===== config.mk =====
export PLATFORM = sky130hd
export DESIGN_NAME = shared_add_arbiter
export DESIGN_NICKNAME = d
export VERILOG_FILES = /design/src/rtl/shared_add_arbiter.sv
export SDC_FILE = /design/constraint.sdc
export NUM_CORES = 1
export LEC_CHECK = 0
export ABC_AREA = 1
export CAP_MARGIN = 25
export CORE_MARGIN = 2
export CORE_UTILIZATION = 31
export DETAILED_ROUTE_END_ITERATION = 8
export PLACE_DENSITY = 0.89
export SLEW_MARGIN = 20
export SYNTH_ARGS = -nofsm -noshare
export SYNTH_HDL_FRONTEND = slang
export SYNTH_SLANG_ARGS = --single-unit

===== constraint.sdc =====
create_clock -name Clk_CI -period 1.8 [get_ports Clk_CI]
set_input_delay 0.18 -clock Clk_CI [delete_from_list [all_inputs] [get_ports Clk_CI]]
set_output_delay 0.18 -clock Clk_CI [all_outputs]
set_load 0.005 [all_outputs]

===== src/rtl/shared_add_arbiter.sv =====
// Round-robin arbiter and sequencer that time-shares one 2-cycle registered adder
// among NUM_REQ requesters and returns ID-tagged results on a single response channel.
module shared_add_arbiter #(
    parameter int unsigned DATA_WIDTH = 12,
    parameter int unsigned NUM_REQ    = 4,
    localparam int unsigned ID_WIDTH  = $clog2(NUM_REQ)
) (
    input  logic                          Clk_CI,
    input  logic                          Rst_RBI,
    input  logic [NUM_REQ-1:0]            ReqValid_SI,
    output logic [NUM_REQ-1:0]            ReqReady_SO,
    input  logic [NUM_REQ*DATA_WIDTH-1:0] ReqA_DI,
    input  logic [NUM_REQ*DATA_WIDTH-1:0] ReqB_DI,
    input  logic [NUM_REQ-1:0]            ReqCin_DI,
    output logic                          RspValid_SO,
    input  logic                          RspReady_SI,
    output logic [ID_WIDTH-1:0]           RspId_DO,
    output logic [DATA_WIDTH-1:0]         RspSum_DO,
    output logic                          RspCout_DO,
    output logic                          AddWrEn_SO,
    output logic [DATA_WIDTH-1:0]         AddA_DO,
    output logic [DATA_WIDTH-1:0]         AddB_DO,
    output logic                          AddCin_DO,
    input  logic [DATA_WIDTH-1:0]         AddSum_DI,
    input  logic                          AddCout_DI,
    output logic                          Busy_SO
);

    logic [ID_WIDTH-1:0] ptr_q, ptr_d;
    logic                v1_q, v1_d;
    logic [ID_WIDTH-1:0] id1_q, id1_d;
    logic                v2_q, v2_d;
    logic [ID_WIDTH-1:0] id2_q, id2_d;

    logic                stall;
    logic                any_valid;
    logic                issue;
    logic [ID_WIDTH-1:0] gnt;

    // A pending response that is not taken freezes the adder and both tag stages.
    assign stall = v2_q & ~RspReady_SI;
    assign issue = any_valid & ~stall;

    // Search starts one past the last winner so the last winner has lowest priority.
    always_comb begin
        int unsigned idx;
        gnt       = '0;
        any_valid = 1'b0;
        for (int unsigned k = 0; k < NUM_REQ; k++) begin
            idx = (32'(ptr_q) + 32'd1 + k) % NUM_REQ;
            if (!any_valid && ReqValid_SI[idx]) begin
                any_valid = 1'b1;
                gnt       = ID_WIDTH'(idx);
            end
        end
    end

    always_comb begin
        ReqReady_SO = '0;
        if (issue) begin
            ReqReady_SO[gnt] = 1'b1;
        end
    end

    always_comb begin
        AddA_DO   = '0;
        AddB_DO   = '0;
        AddCin_DO = 1'b0;
        if (any_valid) begin
            AddA_DO   = ReqA_DI[32'(gnt)*DATA_WIDTH +: DATA_WIDTH];
            AddB_DO   = ReqB_DI[32'(gnt)*DATA_WIDTH +: DATA_WIDTH];
            AddCin_DO = ReqCin_DI[gnt];
        end
    end

    always_comb begin
        ptr_d = ptr_q;
        v1_d  = v1_q;
        id1_d = id1_q;
        v2_d  = v2_q;
        id2_d = id2_q;
        if (!stall) begin
            v1_d  = issue;
            id1_d = gnt;
            v2_d  = v1_q;
            id2_d = id1_q;
            if (issue) begin
                ptr_d = gnt;
            end
        end
    end

    always_ff @(posedge Clk_CI or negedge Rst_RBI) begin
        if (!Rst_RBI) begin
            ptr_q <= ID_WIDTH'(NUM_REQ - 1);
            v1_q  <= 1'b0;
            id1_q <= '0;
            v2_q  <= 1'b0;
            id2_q <= '0;
        end else begin
            ptr_q <= ptr_d;
            v1_q  <= v1_d;
            id1_q <= id1_d;
            v2_q  <= v2_d;
            id2_q <= id2_d;
        end
    end

    assign AddWrEn_SO  = ~stall;
    assign RspValid_SO = v2_q;
    assign RspId_DO    = id2_q;
    assign RspSum_DO   = AddSum_DI;
    assign RspCout_DO  = AddCout_DI;
    assign Busy_SO     = v1_q | v2_q;

endmodule


==> results by group <==
Outcome
  • Status: complete, but fails checks
  • Failing checks: negative setup slack

Synthesis
  • Synth area leader: inv_1
  • Ys async rst share: 1.00
  • Cell variety after synth: 27
  • Synth Register Bits: 8
  • Syn Area/Cell: 5.68 um^2
  • Cells after Synth: 370
  • Synth Cell Area: 2100 um^2
  • Post-synth EDFFs: 0
  • Top cells by area, synth: inv_1 (16%), nand3_1 (15%), nand2_1 (14%)
  • Synth Warn #: 0
  • Post-synthesis sequential area ratio: 0.0965
  • Syn nets: 490
  • Ys flop type: dfrtp_1
  • Synth top area share: 0.157

Timing
  • Final critical-path required period: 2720 ps
  • Setup ws final: -916 ps
  • Worst hold margin: 231 ps
  • Final setup vio count: 34
  • Final period util: 1.51
  • Worst Max-Slew Pin Slew: 383 ps
  • Max-slew violations: 0
  • Final-report hold violation count: 0
  • Setup Skew: 3.93 ps
  • Fmax: 368 MHz
  • RSZ-0062 raised after global routing: yes
  • Slew Limit Headroom: 0.744

Place
  • DP Cell Count: 579
  • I/O Buffers: 140
  • Final RePlAce weighted congestion: 0.910
  • Detail Placement HPWL: 5960 um
  • Dpl cell area: 3720 um^2
  • DP Worst Slack: -858 ps

Routing
  • Post-DRT Antenna Nets: 0
  • WL/cell: 16.4 um
  • Wirelength, routed: 10200 um
  • Number of vias per cell: 5.07
  • Residual DRC count: 0
  • Vias: 3148
  • Pre-antenna DRT Iters: 4
  • Iter 0 DRT Violations: 108

CTS
  • Worst skew pair latency: 240 ps
  • # clock sinks: 8
  • Cts hold-fix bufs: 0
  • Clk buf depth: 2
  • CTS tree: built
  • Inserted Clock Buffers: 3
  • Root Buffer: clkbuf_8
  • H-Tree Depth: 1
  • Clock slew at reported path FFs: 40 ps

Die
  • Total core area: 6680 um^2
  • Die ar.: 7450 um^2
  • Chip width: 86.3 um
  • Initial core utilization: 0.314
  • Io pins: 167
  • Row Count: 30
  • Die height: 86.3 um

Layout
  • Finished Layout Cells: 621
  • Synthesis-to-finish area growth: 120%
  • Diodes inserted: 0
  • Post-Layout Inst Area: 4630 um^2
  • Layout cells sized above 1: 0.457
  • Nets@finish: 663

Critical path
  • CP required: 1620 ps
  • R2R Setup Slk: -360 ps
  • Setup crit start kind: flop
  • Reg2Reg Depth: 15
  • Critical path arrival: 2540 ps
  • Reg2reg start: ptr_q[0]
  • Critical path class: flop to primary output
  • Reg-to-reg endpoint: ptr_q[0]
  • Crit end category: primary output
  • Peak fanout along the critical path: 14

Global routing
  • Antenna violations before repair: 0
  • GRT Total Usage: 0.253
  • Gr ovfl total: 0
  • First-pass GRT wire length: 15000 um
  • Largest net degree at the start of global routing: 29
  • Vias in the first global route: 3244

Run
  • Maxcap violations: 0

Hold path
  • Hold Crit Class: input pin to async pin

Pwr
  • Design Power: 13.0 mW
  • Pleak: 2.36 nW
  • Worst vdd ir: 1.57 mV
  • PD cells: 2810 nW/um^2
-- worst max-delay path: stages (launching register included) --
cell and delay [ps]:
dfstp_2 620, buf_6 150, nand2_2 80, nand3_2 100
nand2_4 90, nor2_4 140, nand3_2 100, nand2_2 100
nand2_4 70, buf_4 160, clkbuf_16 170, nand3_1 70
nand3_1 120, a21oi_2 180, buf_2 140
-- through the flow --
step	util	TNS [ps]
floorplan	-	-3120
global placement	0.557	-21870
detailed placement	0.557	-24080
CTS	0.674	-21590
global route	0.693	-27930
finish	0.693	-24330
-- Yosys cell counts (2+ instances only) --
| master | n |
|---|---|
| a21oi_1 | 11 |
| a21oi_2 | 16 |
| buf_2 | 13 |
| buf_4 | 13 |
| buf_6 | 2 |
| buf_8 | 2 |
| clkbuf_1 | 6 |
| dfrtp_1 | 6 |
| dfstp_2 | 2 |
| inv_1 | 88 |
| inv_2 | 2 |
| nand2_1 | 77 |
| nand2_2 | 6 |
| nand3_1 | 62 |
| nand3_2 | 19 |
| nand3b_1 | 25 |
| nand4_1 | 2 |
| nor2_1 | 5 |
| o21ai_0 | 5 |
-- state kept, by name (all words and copies together) (netlist names) --
register,count
RspId_DO,2
id1_q,2
v1_q,1
RspValid_SO,1
ptr_q,2
-- metal layers --
layer	GRT usage	wire length (um)	vias up
met2	0.490	5360	145
li1	-	-	1490
met4	0.112	378	0
met3	0.0352	685	33
met5	0	0	-
met1	0.266	3750	1480
-- repair_timing --
item | in CTS | in global routing
setup buffers | 30 | 4
resized for setup | 246 | 23
gates cloned | 7 | 1
pin swaps | 44 | 21
endpoints found under the setup margin | 34 | 35
endpoints found under the hold margin | 0 | 0
-- layout make-up --
cell class | instances | area [um^2]
Multi-Input combinational cell | 234 | 1830
Timing Repair Buffer | 205 | 2110
Tap cell | 80 | 100
Inverter | 91 | 347
Sequential cell | 8 | 203
Fill cell | 499 | 2050
Clock buffer | 3 | 41.3
-- kinds of logic after synthesis --
logic type | share of synthesized area
AOI/OAI and AO/OA | 0.115
and+or+nand+nor | 0.509
DFF | 0.0965
buffers and inverters | 0.280
-- worst max-delay path by stage --
stage / cells past startpoint / slack [ps] / start / endpoint
global route: 14 / -1010 / ptr_q[0] / AddB_DO[4]
CTS: 17 / -800 / ptr_q[0] / AddA_DO[11]
finish: 14 / -920 / ptr_q[0] / AddB_DO[4]
floorplan: 15 / -120 / ptr_q[0] / AddA_DO[0]
global placement: 15 / -800 / ReqValid_SI[3] / AddB_DO[0]
detailed placement: 15 / -860 / ReqValid_SI[3] / AddB_DO[4]
-- report_power, final --
part           leakage [nW]  switching, mW  internal, mW  total [mW]
clock network        0.0216         0.0789         0.146       0.224
registers            0.0898         0.0656         0.288       0.353
logic                  2.25           6.10          6.31        12.4
total                  2.36           6.25          6.75        13.0
-- cells in the final DEF, fill, tap and decap left out, types with 25 or more instances in the layout --
| cell type | n |
|---|---|
| buf_2 | 29 |
| buf_4 | 29 |
| clkdlybuf4s50_1 | 111 |
| inv_1 | 85 |
| nand2_1 | 26 |
| nand2_2 | 29 |
| nand2_4 | 26 |
| nand3_1 | 30 |
| nand3_2 | 50 |
| nand3b_1 | 25 |
Note: power is estimated with default switching activity, not from simulation.
